$ cat config.mk
export PLATFORM = sky130hd
export DESIGN_NAME = lsu_mem_master_flat
export DESIGN_NICKNAME = d
export VERILOG_FILES = /design/src/rtl/lsu_mem_master_if.sv /design/src/rtl/lsu_mem_master.sv /design/src/flat_wrapper.sv
export SDC_FILE = /design/constraint.sdc
export NUM_CORES = 1
export LEC_CHECK = 0
export ABC_AREA = 1
export BUFFER_PORTS_ARGS = -buffer_cell sky130_fd_sc_hd__buf_4
export CAP_MARGIN = 20
export CORE_MARGIN = 5
export CORE_UTILIZATION = 50
export DETAILED_ROUTE_END_ITERATION = 10
export GPL_ROUTABILITY_DRIVEN = 0
export GPL_TIMING_DRIVEN = 0
export PLACE_DENSITY = 0.84
export SLEW_MARGIN = 25
export SYNTH_ARGS = -nofsm -noshare
export SYNTH_HDL_FRONTEND = slang
export SYNTH_SLANG_ARGS = --single-unit
$ cat constraint.sdc
create_clock -name clk -period 2.47 [get_ports clk]
set_clock_uncertainty 0.2 [all_clocks]
set_input_delay 0.741 -clock clk [delete_from_list [all_inputs] [get_ports clk]]
set_output_delay 0.741 -clock clk [all_outputs]
set_load 0.02 [all_outputs]
$ cat src/rtl/lsu_mem_master_if.sv
// Bundles the pipeline request/response handshake and the word-addressed
// request/grant/rvalid memory bus driven by lsu_mem_master.
interface lsu_mem_master_if;
  logic        req_valid;
  logic        req_ready;
  logic        req_load;
  logic        req_store;
  logic [1:0]  req_dw;
  logic        req_sign;
  logic [31:0] req_addr;
  logic [31:0] req_wdata;

  logic        rsp_valid;
  logic        rsp_err;
  logic [31:0] rsp_data;

  logic        mem_req;
  logic        mem_we;
  logic [31:0] mem_addr;
  logic [3:0]  mem_be;
  logic [31:0] mem_wdata;
  logic        mem_gnt;
  logic        mem_rvalid;
  logic [31:0] mem_rdata;

  modport master (
    input  req_valid, req_load, req_store, req_dw, req_sign, req_addr, req_wdata,
    output req_ready,
    output rsp_valid, rsp_err, rsp_data,
    output mem_req, mem_we, mem_addr, mem_be, mem_wdata,
    input  mem_gnt, mem_rvalid, mem_rdata
  );

  modport slave (
    output req_valid, req_load, req_store, req_dw, req_sign, req_addr, req_wdata,
    input  req_ready,
    input  rsp_valid, rsp_err, rsp_data,
    input  mem_req, mem_we, mem_addr, mem_be, mem_wdata,
    output mem_gnt, mem_rvalid, mem_rdata
  );
endinterface

$ cat src/rtl/lsu_mem_master.sv
// Load/store initiator: accepts one access per handshake, runs it on the
// request/grant/rvalid memory bus and returns one (possibly error) response.
module lsu_mem_master #(
  parameter int unsigned TIMEOUT_CYCLES = 16
) (
  input  logic             clk,
  input  logic             rst_n,
  lsu_mem_master_if.master bus
);

  localparam int unsigned       CNT_W    = (TIMEOUT_CYCLES > 1) ? $clog2(TIMEOUT_CYCLES) : 1;
  localparam logic [CNT_W-1:0]  CNT_LAST = CNT_W'(TIMEOUT_CYCLES - 1);

  typedef enum logic [1:0] {
    IDLE  = 2'd0,
    ISSUE = 2'd1,
    WAIT  = 2'd2,
    DONE  = 2'd3
  } state_t;

  // Direction must be exactly one of load/store and the offset must suit the width.
  function automatic logic is_illegal(input logic ld, input logic st,
                                      input logic [1:0] dw, input logic [1:0] off);
    logic bad;
    bad = (ld == st);
    case (dw)
      2'd0:    bad = bad;
      2'd1:    bad = bad | off[0];
      2'd2:    bad = bad | (off != 2'b00);
      default: bad = 1'b1;
    endcase
    return bad;
  endfunction

  function automatic logic [3:0] byte_enable(input logic [1:0] dw, input logic [1:0] off);
    logic [3:0] be;
    case (dw)
      2'd0:    be = 4'b0001 << off;
      2'd1:    be = 4'b0011 << off;
      default: be = 4'b1111;
    endcase
    return be;
  endfunction

  function automatic logic [31:0] store_lanes(input logic [1:0] dw, input logic [31:0] wdata);
    logic [31:0] lanes;
    case (dw)
      2'd0:    lanes = {4{wdata[7:0]}};
      2'd1:    lanes = {2{wdata[15:0]}};
      default: lanes = wdata;
    endcase
    return lanes;
  endfunction

  function automatic logic [31:0] load_extend(input logic [31:0] rdata, input logic [1:0] dw,
                                              input logic [1:0] off, input logic sgn);
    logic [31:0] lane;
    logic [31:0] result;
    lane = rdata >> {off, 3'b000};
    case (dw)
      2'd0:    result = {{24{sgn & lane[7]}}, lane[7:0]};
      2'd1:    result = {{16{sgn & lane[15]}}, lane[15:0]};
      default: result = rdata;
    endcase
    return result;
  endfunction

  state_t            state_r;
  state_t            next_state_s;
  logic [CNT_W-1:0]  cnt_r;
  logic              load_r;
  logic [1:0]        dw_r;
  logic              sign_r;
  logic [1:0]        off_r;

  logic              rsp_valid_r;
  logic              rsp_err_r;
  logic [31:0]       rsp_data_r;
  logic              mem_req_r;
  logic              mem_we_r;
  logic [31:0]       mem_addr_r;
  logic [3:0]        mem_be_r;
  logic [31:0]       mem_wdata_r;

  logic              done_err_s;
  logic [31:0]       done_data_s;
  logic              illegal_s;

  assign illegal_s = is_illegal(bus.req_load, bus.req_store, bus.req_dw, bus.req_addr[1:0]);

  // Next-state and completion status; rvalid wins over a timeout in the same cycle.
  always_comb begin
    next_state_s = state_r;
    done_err_s   = 1'b0;
    done_data_s  = 32'h0000_0000;
    case (state_r)
      IDLE: begin
        if (bus.req_valid) begin
          if (illegal_s) begin
            next_state_s = DONE;
            done_err_s   = 1'b1;
          end else begin
            next_state_s = ISSUE;
          end
        end else begin
          next_state_s = IDLE;
        end
      end
      ISSUE: begin
        if (bus.mem_gnt) begin
          if (load_r) begin
            next_state_s = WAIT;
          end else begin
            next_state_s = DONE;
          end
        end else begin
          next_state_s = ISSUE;
        end
      end
      WAIT: begin
        if (bus.mem_rvalid) begin
          next_state_s = DONE;
          done_data_s  = load_extend(bus.mem_rdata, dw_r, off_r, sign_r);
        end else if (cnt_r == CNT_LAST) begin
          next_state_s = DONE;
          done_err_s   = 1'b1;
        end else begin
          next_state_s = WAIT;
        end
      end
      DONE: begin
        next_state_s = IDLE;
      end
      default: begin
        next_state_s = IDLE;
      end
    endcase
  end

  // State, timeout counter, latched request and all registered outputs.
  always_ff @(posedge clk) begin
    if (!rst_n) begin
      state_r     <= IDLE;
      cnt_r       <= {CNT_W{1'b0}};
      load_r      <= 1'b0;
      dw_r        <= 2'b00;
      sign_r      <= 1'b0;
      off_r       <= 2'b00;
      rsp_valid_r <= 1'b0;
      rsp_err_r   <= 1'b0;
      rsp_data_r  <= 32'h0000_0000;
      mem_req_r   <= 1'b0;
      mem_we_r    <= 1'b0;
      mem_addr_r  <= 32'h0000_0000;
      mem_be_r    <= 4'b0000;
      mem_wdata_r <= 32'h0000_0000;
    end else begin
      state_r     <= next_state_s;
      rsp_valid_r <= (next_state_s == DONE);
      mem_req_r   <= (next_state_s == ISSUE);

      // Bus fields are captured once at accept and stay put until the grant.
      if ((state_r == IDLE) && (next_state_s == ISSUE)) begin
        load_r      <= bus.req_load;
        dw_r        <= bus.req_dw;
        sign_r      <= bus.req_sign;
        off_r       <= bus.req_addr[1:0];
        mem_we_r    <= bus.req_store;
        mem_addr_r  <= {bus.req_addr[31:2], 2'b00};
        mem_be_r    <= byte_enable(bus.req_dw, bus.req_addr[1:0]);
        mem_wdata_r <= store_lanes(bus.req_dw, bus.req_wdata);
      end

      if (state_r == ISSUE) begin
        cnt_r <= {CNT_W{1'b0}};
      end else if (state_r == WAIT) begin
        cnt_r <= cnt_r + CNT_W'(1);
      end

      if (next_state_s == DONE) begin
        rsp_err_r  <= done_err_s;
        rsp_data_r <= done_data_s;
      end
    end
  end

  assign bus.req_ready = (state_r == IDLE) && rst_n;
  assign bus.rsp_valid = rsp_valid_r;
  assign bus.rsp_err   = rsp_err_r;
  assign bus.rsp_data  = rsp_data_r;
  assign bus.mem_req   = mem_req_r;
  assign bus.mem_we    = mem_we_r;
  assign bus.mem_addr  = mem_addr_r;
  assign bus.mem_be    = mem_be_r;
  assign bus.mem_wdata = mem_wdata_r;

endmodule

$ cat src/flat_wrapper.sv
// flat-port wrapper written by rule: the top's interface ports become plain ports
module lsu_mem_master_flat 
#(
  parameter int unsigned TIMEOUT_CYCLES = 16
)
  (clk, rst_n, bus_req_valid, bus_req_load, bus_req_store, bus_req_dw, bus_req_sign, bus_req_addr, bus_req_wdata, bus_req_ready, bus_rsp_valid, bus_rsp_err, bus_rsp_data, bus_mem_req, bus_mem_we, bus_mem_addr, bus_mem_be, bus_mem_wdata, bus_mem_gnt, bus_mem_rvalid, bus_mem_rdata);
  lsu_mem_master_if bus_i ();
  input  logic clk;
  input  logic rst_n;
  input wire logic [$bits(bus_i.req_valid)-1:0] bus_req_valid;
  input wire logic [$bits(bus_i.req_load)-1:0] bus_req_load;
  input wire logic [$bits(bus_i.req_store)-1:0] bus_req_store;
  input wire logic [$bits(bus_i.req_dw)-1:0] bus_req_dw;
  input wire logic [$bits(bus_i.req_sign)-1:0] bus_req_sign;
  input wire logic [$bits(bus_i.req_addr)-1:0] bus_req_addr;
  input wire logic [$bits(bus_i.req_wdata)-1:0] bus_req_wdata;
  output wire logic [$bits(bus_i.req_ready)-1:0] bus_req_ready;
  output wire logic [$bits(bus_i.rsp_valid)-1:0] bus_rsp_valid;
  output wire logic [$bits(bus_i.rsp_err)-1:0] bus_rsp_err;
  output wire logic [$bits(bus_i.rsp_data)-1:0] bus_rsp_data;
  output wire logic [$bits(bus_i.mem_req)-1:0] bus_mem_req;
  output wire logic [$bits(bus_i.mem_we)-1:0] bus_mem_we;
  output wire logic [$bits(bus_i.mem_addr)-1:0] bus_mem_addr;
  output wire logic [$bits(bus_i.mem_be)-1:0] bus_mem_be;
  output wire logic [$bits(bus_i.mem_wdata)-1:0] bus_mem_wdata;
  input wire logic [$bits(bus_i.mem_gnt)-1:0] bus_mem_gnt;
  input wire logic [$bits(bus_i.mem_rvalid)-1:0] bus_mem_rvalid;
  input wire logic [$bits(bus_i.mem_rdata)-1:0] bus_mem_rdata;
  assign bus_i.req_valid = bus_req_valid;
  assign bus_i.req_load = bus_req_load;
  assign bus_i.req_store = bus_req_store;
  assign bus_i.req_dw = bus_req_dw;
  assign bus_i.req_sign = bus_req_sign;
  assign bus_i.req_addr = bus_req_addr;
  assign bus_i.req_wdata = bus_req_wdata;
  assign bus_req_ready = bus_i.req_ready;
  assign bus_rsp_valid = bus_i.rsp_valid;
  assign bus_rsp_err = bus_i.rsp_err;
  assign bus_rsp_data = bus_i.rsp_data;
  assign bus_mem_req = bus_i.mem_req;
  assign bus_mem_we = bus_i.mem_we;
  assign bus_mem_addr = bus_i.mem_addr;
  assign bus_mem_be = bus_i.mem_be;
  assign bus_mem_wdata = bus_i.mem_wdata;
  assign bus_i.mem_gnt = bus_mem_gnt;
  assign bus_i.mem_rvalid = bus_mem_rvalid;
  assign bus_i.mem_rdata = bus_mem_rdata;
  lsu_mem_master #(.TIMEOUT_CYCLES(TIMEOUT_CYCLES)) u_core (.clk(clk), .rst_n(rst_n), .bus(bus_i));
endmodule
==> impl_metrics.csv, run 1 <==
group,metric,value,unit
floorplanning,core_area,12100,sq um
sta,slew_violations,0,
drt,drt_iter0_markers,618,
floorplanning,rows,40,
sta,clock.fmax,431,MHz
worst_setup_path,slowest_delay,180,ps
finish,drive_above_1_share,0.315,
synthesis,yosysTopAreaCell,"dfxtp_1",
sta,worst_pin_slew,809,ps
synthesis,synth_most_common_cell,"nand2_1",
worst_setup_path,cp-end-kind,"primary output",
sta,min_period_over_period,0.938,
synthesis,synth-compound-area-share,0.126,
finish,diodes,0,
finish,stdcell_area,8570,sq um
synthesis,synth-seq-cells,114,
worst_setup_path,cpMostUsedCell,"buf_4",
outcome,outcome,"finished clean",
global_route,grt_pass1_vias,6147,
drt,viasPerCell,4.89,
clock_tree,htreeDepth,4,
synthesis,synth_top_family_by_area,"simple AND/OR/NAND/NOR gates",
clock_tree,cts_buffers,17,
placed_design,place_area,7990,sq um
floorplanning,io_pins,211,
synthesis,ys_warn_count,0,
drt,vias,6390,
synthesis,ys_seq_area_frac,0.367,
synthesis,synth_area_leaders,"dfxtp_1 37%, nand2_1 15%, nor2_1 8.8%, inv_1 6.7%, nand2_4 5.8%",
sta,finalSetupTns,0,ps
finish,nets,1238,
worst_setup_path,start_kind,"input pin",
worst_setup_path,crit_type,"in2out",
sta,finalCriticalPeriod,2320,ps
worst_setup_path,crit_fanout,8,
synthesis,netlist_area,6210,sq um
worst_setup_path,cpMaxStageDelayCell,"nor3_1",
global_route,grt_usage,0.255,
floorplanning,die_y,121,microns
finish,fillCellCount,1049,
synthesis,synth_edf_count,0,
sta,hold_viol_final,0,
floorplanning,die_w,121,microns
sta,finalSetupViolCount,0,
worst_setup_path,cp.arrival,1380,ps
synthesis,ys_top_cells_by_count,"246 x nand2_1, 146 x nor2_1, 114 x dfxtp_1",
placed_design,hpwl,14500,microns
global_route,grt_pass1_wl,29600,microns
sta,whs,267,ps
global_route,grt-ovfl-total,0,
worst_setup_path,crit_chain,"buf_4 -> clkinvlp_4 -> nor3_1 -> buf_4",
drt,wl_per_cell,14.3,microns
drt,drc_errors,0,
synthesis,synth_top_flop_cell,"dfxtp_1",
pwr,p_leak,0.00435,uW
synthesis,synth.distinct_cells,36,
clock_tree,cts.sinks,114,
job,cap_viol_max_count,0,
sta,rsz0062_at_grt,"no",
sta,setup_slack,152,ps
finish,multi_input_area,3170,sq um
worst_hold_path,hp-class,"reg2reg",
placed_design,portBuffers,208,
synthesis,yosys.area_share.xor_xnor,0,
finish,ff_latch_area,2280,sq um
synthesis,async_flop_share,0,
floorplanning,die_area,14800,sq um
clock_tree,clk_pin_slew,50,ps
clock_tree,clk_latency,420,ps
drt,firstDrtPassIters,5,
clock_tree,clock_path_buffers,2,
synthesis,synthMuxAreaShare,0,
pwr,power.density,807,nW/um^2
finish,area_growth,37.9,%
clock_tree,tritoncts,"done",
synthesis,synthSimpleGateAreaFrac,0.372,
synthesis,synth_cells,899,
clock_tree,cts-root-buf,"clkbuf_16",
floorplanning,start_util,0.513,
drt,ant_nets,0,
global_route,grt_max_degree,17,
synthesis,avgSynthCellArea,6.91,sq um
synthesis,synth_fa_ha_area_frac,0.0101,
placed_design,dp_slack,-155,ps
synthesis,synth.top_cell.area_share,0.367,
worst_setup_path,crit_required,1530,ps
pwr,ir_drop,0.670,mV
clock_tree,cts-hold-fix-buffers,0,
drt,wl,18700,microns
global_route,grt_antenna_before_repair,0,
sta,slew_headroom,0.460,
metal layers:
layer	vias up	global-route usage	wire [microns]
met4	0	0.117	624
met1	2825	0.285	7140
li1	3201	-	-
met2	316	0.431	8900
met5	-	0	0
met3	48	0.0946	2010
layout make-up:
class | count | area share
Multi-Input combinational cell | 615 | 0.370
Sequential cell | 114 | 0.266
Tap cell | 168 | 0.0245
Buffer | 49 | 0.0349
Clock buffer | 26 | 0.0583
Clock inverter | 5 | 0.00876
Timing Repair Buffer | 208 | 0.182
Inverter | 122 | 0.0551
critical path: cells and delay by family:
| kind | cells | cell delay, ps |
|---|---|---|
| AND/OR/NAND/NOR | 1 | 180 |
| buffers and inverters | 3 | 450 |
stage by stage:
| stage | utilization | std cells | power (uW) |
|---|---|---|---|
| 3_3_place_gp | 0.660 | 1276 | 4510 |
| 5_1_grt | 0.707 | 1307 | 7290 |
| 2_1_floorplan | - | 900 | 3750 |
| 6_report | 0.707 | 1307 | 6910 |
| 4_1_cts | 0.707 | 1307 | 6950 |
| 3_5_place_dp | 0.660 | 1276 | 4550 |
cell usage in the layout (no fill, tap or decap), drive strengths merged:
cell type  count
bufinv         2
nor3b         19
o21ai         35
nor3           5
nor2         150
clkinv         3
nand2        284
dfxtp        114
nand3         22
clkbuf        44
ha             5
conb           2
o21a           1
buf          239
and3           1
clkinvlp       1
inv          121
a21oi         77
o211ai        13
a211oi         1
what timing repair did:
item,CTS,global route
setup endpoints to repair,0,1
gates resized for setup,0,1
buffers inserted,0,0
state kept, by name, summed over array words and instances, names as in the netlist, 2 cells and up:
name / count
u_core.bus.mem_wdata: 32
u_core.bus.rsp_data: 32
u_core.bus.mem_addr: 30
u_core.bus.mem_be: 4
u_core.cnt_r: 4
u_core.dw_r: 2
u_core.off_r: 2
u_core.state_r: 2
path summary, 6_finish.rpt:
kind	to	slack, ps	depth (start not counted)	startpoint
hold / removal	u_core.bus.rsp_data[24]	270	2	u_core.bus.rsp_data[24]
setup / recovery	bus_req_ready	150	4	rst_n
setup reg to reg	u_core.bus.rsp_data[18]	540	6	u_core.dw_r[1]
hold reg to reg	u_core.bus.rsp_data[24]	270	2	u_core.bus.rsp_data[24]
cells by family (layout without fill, tap and decap cells):
group           Yosys count  count (layout)
compound gates          127             127
buf+inv                 171             410
other cells               1               2
simple gates            481             481
fa+ha+maj                 5               5
flops                   114             114
report_power, final:
part / total (uW) / switching, uW / internal (uW) / leakage (uW)
Combinational: 2290 / 1390 / 895 / 0.00313
Clock: 2390 / 809 / 1580 / 0.000284
Sequential: 2240 / 152 / 2080 / 0.000933
Note: power is estimated with default switching activity, not from simulation.
==> run 2, diff against run 1 <==
Settings changed: ABC_AREA 1 to unset, CORE_UTILIZATION 50 to 48.
==> impl_metrics.csv, run 2 <==
group,metric,value,unit
synthesis,synth.distinct_cells,48,
finish,diodes,0,
pwr,ir_drop,0.452,mV
drt,ant_nets,0,
pwr,p_leak,0.00358,uW
drt,wl,16700,microns
sta,rsz0062_at_grt,"no",
synthesis,netlist_area,5120,sq um
pwr,p_int,3990,uW
global_route,grt_pass1_vias,5230,
sta,clock.fmax,412,MHz
pwr,pwr-share-seq,0.370,
sta,finalSetupViolCount,0,
global_route,grt_pass1_wl,26500,microns
synthesis,synth.top_cell.area_share,0.445,
synthesis,ys_seq_area_frac,0.445,
clock_tree,tritoncts,"done",
worst_setup_path,cp-end-kind,"primary output",
placed_design,portBuffers,208,
floorplanning,rows,37,
finish,area_growth,46.5,%
worst_setup_path,start_kind,"flip-flop",
synthesis,synth_edf_count,0,
clock_tree,htreeDepth,4,
drt,viasPerCell,5.58,
sta,finalSetupTns,0,ps
worst_setup_path,crit_required,1530,ps
sta,slew_violations,0,
worst_hold_path,hp-class,"reg2reg",
finish,drive_above_1_share,0.354,
sta,min_period_over_period,0.982,
drt,drc_errors,0,
synthesis,synth_most_common_cell,"nand2_1",
placed_design,hpwl,12700,microns
clock_tree,cts_buffers,17,
worst_setup_path,crit_fanout,10,
drt,wl_per_cell,17.7,microns
pwr,switching_share,0.266,
pwr,switchingPower,1440,uW
drt,firstDrtPassIters,5,
clock_tree,clk_latency,520,ps
floorplanning,die_area,12800,sq um
placed_design,place_area,6900,sq um
synthesis,yosysTopAreaCell,"dfxtp_1",
global_route,grt_antenna_before_repair,0,
synthesis,synth_area_leaders,"dfxtp_1 45%, nand2_1 9.0%, a21boi_1 6.6%, o211a_1 5.3%, a221o_1 4.7%",
sta,hold_viol_final,0,
synthesis,avgSynthCellArea,8.98,sq um
global_route,grt_max_degree,22,
finish,nets,908,
synthesis,synth_cells,571,
drt,drt_iter0_markers,410,
global_route,grt-ovfl-total,0,
clock_tree,post_cts_buffers,0,
global_route,grt_usage,0.256,
synthesis,synth-seq-cells,114,
sta,worst_pin_slew,665,ps
finish,mostFrequentLayoutCells,"219 x buf_4, 123 x nand2_1, 113 x dfxtp_1",
floorplanning,core_area,10400,sq um
worst_setup_path,cp.arrival,1480,ps
sta,slew_headroom,0.553,
floorplanning,die_y,113,microns
synthesis,synth_top_flop_cell,"dfxtp_1",
worst_setup_path,crit_type,"reg2out",
pwr,power_frac_comb,0.177,
clock_tree,cts-hold-fix-buffers,0,
synthesis,ys_top_cells_by_count,"123 x nand2_1, 114 x dfxtp_1, 45 x a21boi_1",
finish,stdcell_area,7510,sq um
finish,final_common_cell,"buf_4",
sta,finalCriticalPeriod,2420,ps
floorplanning,die_w,113,microns
clock_tree,clk_pin_slew,60,ps
job,cap_viol_max_count,0,
floorplanning,io_pins,211,
drt,vias,5274,
synthesis,async_flop_share,0,
clock_tree,clock_path_buffers,2,
clock_tree,cts.sinks,114,
floorplanning,start_util,0.494,
pwr,power.density,723,nW/um^2
pwr,clockPowerShare,0.453,
synthesis,ys_warn_count,0,
clock_tree,cts-root-buf,"clkbuf_8",
outcome,outcome,"finished clean",
==> run 2: cell count changes after synthesis, moves of 30 or more <==
cell | previous run | this run
a21boi_1 | 0 | 45
a21oi_2 | 30 | 0
inv_1 | 111 | 9
nand2_1 | 246 | 123
nand2_4 | 32 | 0
nor2_1 | 146 | 30
==> run 2: path summary, 6_finish.rpt <==
kind	start	to	slack [ps]	depth (start not counted)
min reg2reg	u_core.bus.mem_addr[16]	u_core.bus.mem_addr[16]	250	2
max	u_core.state_r[0]	bus_req_ready	50	4
max reg2reg	u_core.state_r[1]	u_core.bus.rsp_data[16]	200	5
min	u_core.bus.mem_addr[16]	u_core.bus.mem_addr[16]	250	2
==> run 2: power by group through the flow <==
stage	sequential [uW]	clock [uW]	combinational, uW
after floorplan	2140	0	421
after global placement	2040	0	924
after detailed placement	2040	0	945
after CTS	2010	2470	952
after global routing	2020	2560	1030
final	2010	2460	958
==> run 2: cells by family after synthesis <==
logic type	share of synthesized area
multiplexers	0.0425
flip-flops	0.445
other	0.000732
buffers and inverters	0.0593
adder cells (fa/ha/maj)	0.0122
AND/OR/NAND/NOR	0.156
AO/OA/AOI/OAI	0.281
XOR/XNOR	0.00342
==> run 2: through the flow <==
| step | hold slack [ps] | power [uW] | instances | setup WS, ps | util |
|---|---|---|---|---|---|
| 2_1_floorplan | 235 | 2560 | 572 | -63.3 | - |
| 3_3_place_gp | 240 | 2960 | 916 | -417 | 0.666 |
| 3_5_place_dp | 247 | 2990 | 916 | -440 | 0.666 |
| 4_1_cts | 252 | 5430 | 946 | 44.0 | 0.723 |
| 5_1_grt | 251 | 5610 | 946 | 1.14 | 0.724 |
| 6_report | 251 | 5430 | 946 | 45.4 | 0.724 |
==> run 2: critical path: stages (launching register included) <==
cell	delay (ps)
dfxtp_2	390
buf_4	210
nor2_4	50
and2_1	160
buf_4	150
==> run 2: final cells by class <==
type | instances | area [sq um]
Multi-Input combinational cell | 401 | 2580
Inverter | 9 | 48.8
Fill cell | 780 | 2860
Sequential cell | 114 | 2280
Clock buffer | 22 | 463
Timing Repair Buffer | 208 | 1560
Tap cell | 136 | 170
Clock inverter | 10 | 131
Buffer | 46 | 273
==> run 2: timing repair <==
action | 4_1_cts | 5_1_grt
setup endpoints to repair | 1 | 12
resized for setup | 3 | 3
pin swaps | 0 | 1
==> run 2: per-layer routing <==
layer / up-vias / global-route usage / share of wire / wire length, microns
li1: 2484 / - / - / -
met1: 2459 / 0.301 / 0.39 / 6500
met2: 297 / 0.435 / 0.48 / 8110
met3: 34 / 0.0909 / 0.11 / 1780
met4: 0 / 0.0849 / 0.020 / 342
met5: - / 0 / 0 / 0
==> run 3, diff against run 2 <==
Settings changed: MAX_ROUTING_LAYER set to met4, REMOVE_ABC_BUFFERS set to 1.
==> impl_metrics.csv, run 3 (synthesis results as in run 2) <==
group,metric,value,unit
drt,drt_iter0_markers,398,
finish,mostFrequentLayoutCells,"216 x buf_4, 123 x nand2_1, 110 x dfxtp_1",
pwr,p_leak,0.00356,uW
finish,final_cells,920,
clock_tree,clk_pin_slew,50,ps
outcome,outcome,"finished clean",
global_route,grt_usage,0.266,
finish,stdcell_area,7550,sq um
worst_setup_path,crit_fanout,7,
drt,ant_nets,0,
placed_design,dp_slack,-1140,ps
finish,drive_above_1_share,0.364,
sta,setup_slack,22.5,ps
floorplanning,core_area,10400,sq um
worst_setup_path,cp-end-kind,"flip-flop",
sta,finalSetupViolCount,0,
finish,area_growth,47.4,%
clock_tree,cts_buffers,17,
drt,wl_per_cell,18.3,microns
worst_setup_path,start_kind,"input pin",
drt,viasPerCell,5.67,
finish,final_common_cell,"buf_4",
sta,finalSetupTns,0,ps
placed_design,place_area,6660,sq um
clock_tree,cts.sinks,114,
placed_design,portBuffers,208,
global_route,grt_pass1_vias,5348,
clock_tree,tritoncts,"done",
finish,fillCellCount,760,
sta,hold_viol_final,0,
worst_setup_path,rrSetupSlack,210,ps
worst_setup_path,rr_worst_depth,5,
worst_setup_path,crit_type,"in2reg",
drt,drc_errors,0,
worst_hold_path,holdPathStages,2,
clock_tree,cts-hold-fix-buffers,0,
sta,slew_headroom,0.451,
floorplanning,die_w,113,microns
clock_tree,clk_latency,500,ps
sta,slew_violations,0,
sta,finalCriticalPeriod,2450,ps
drt,vias,5212,
drt,wl,16900,microns
sta,worst_pin_slew,823,ps
floorplanning,io_pins,211,
worst_setup_path,crit_required,2660,ps
clock_tree,cts-root-buf,"clkbuf_8",
worst_hold_path,holdPathEnd,"u_core.bus.mem_wdata[4]",
floorplanning,die_y,113,microns
floorplanning,rows,37,
floorplanning,start_util,0.494,
sta,clock.fmax,409,MHz
job,cap_viol_max_count,0,
global_route,grt_max_degree,86,
clock_tree,clock_path_buffers,2,
placed_design,hpwl,11100,microns
pwr,p_total,5600,uW
worst_hold_path,min_from,"u_core.bus.mem_wdata[4]",
clock_tree,htreeDepth,4,
sta,min_period_over_period,0.991,
global_route,grt_pass1_wl,26500,microns
floorplanning,die_area,12800,sq um
drt,firstDrtPassIters,5,
worst_setup_path,reg2reg_from,"u_core.off_r[1]",
global_route,grt-ovfl-total,0,
global_route,grt_antenna_before_repair,0,
worst_setup_path,r2r-end,"u_core.bus.rsp_data[14]",
finish,nets,882,
placed_design,dp_cells,872,
worst_hold_path,hp-class,"reg2reg",
finish,diodes,0,
pwr,power.density,741,nW/um^2
pwr,ir_drop,0.498,mV
worst_setup_path,cp.arrival,2640,ps
[run 3: cell count changes in the layout (fill, tap and decap cells not counted), moves of 3 or more]
cell and delta:
clkbuf_1 -18, buf_12 +4, dfxtp_1 -3, buf_2 -8
clkbuf_2 -3, buf_6 -3, buf_4 -3
[run 3: where the power goes]
part           leakage, uW  internal, uW  switching [uW]  total, uW
clock             0.000310          1770             831       2600
sequential        0.000928          1940            92.3       2040
combinational      0.00233           451             517        968
[run 3: per-layer routing]
layer,up-vias,global-route usage,wire (microns)
li1,2429,-,-
met1,2462,0.296,6360
met2,289,0.436,8290
met3,32,0.0968,1840
met4,0,0.103,379
met5,-,-,0
[run 3: per-stage QoR]
step | hold WS (ps) | util
6_report | 252 | 0.729
5_1_grt | 258 | 0.729
4_1_cts | 252 | 0.723
3_5_place_dp | 245 | 0.642
3_3_place_gp | 242 | 0.635
2_1_floorplan | 235 | -
[run 3: cell type report]
| type | instances | area, sq um | area share |
|---|---|---|---|
| well taps | 136 | 170 | 0.0225 |
| flip-flops and latches | 114 | 2290 | 0.303 |
| multi-input cells | 404 | 2640 | 0.350 |
| clock buffers | 23 | 487 | 0.0644 |
| clock inverters | 9 | 150 | 0.0199 |
| repair buffers | 225 | 1780 | 0.235 |
| inverters | 9 | 33.8 | 0.00447 |
[run 3: repair_timing]
| action | CTS | global route |
|---|---|---|
| pin swaps | 7 | 2 |
| resized for setup | 17 | 9 |
| cloned | 4 | 0 |
| setup endpoints to repair | 106 | 74 |
| buffers inserted | 9 | 3 |
[run 3: how the worst max path moves through the flow]
stage | from | endpoint | slack [ps] | depth (start not counted)
finish | bus_req_dw[1] | u_core.bus.rsp_data[14] | 20 | 10
global route | bus_req_dw[1] | u_core.bus.rsp_data[19] | -7 | 10
CTS | rst_n | bus_req_ready | 3 | 3
detailed placement | bus_req_dw[0] | u_core.bus.mem_be[1] | -1140 | 9
global placement | bus_req_dw[0] | u_core.bus.mem_be[1] | -3030 | 8
floorplan | bus_req_dw[0] | u_core.bus.mem_be[1] | -1930 | 7
[run 3: critical path, stage by stage]
cell and delay [ps]:
buf_4 110, inv_2 50, ha_4 270, or2_1 130
a221oi_4 90, buf_4 170, o311ai_4 440, a21boi_4 130
buf_6 160, a221o_1 350
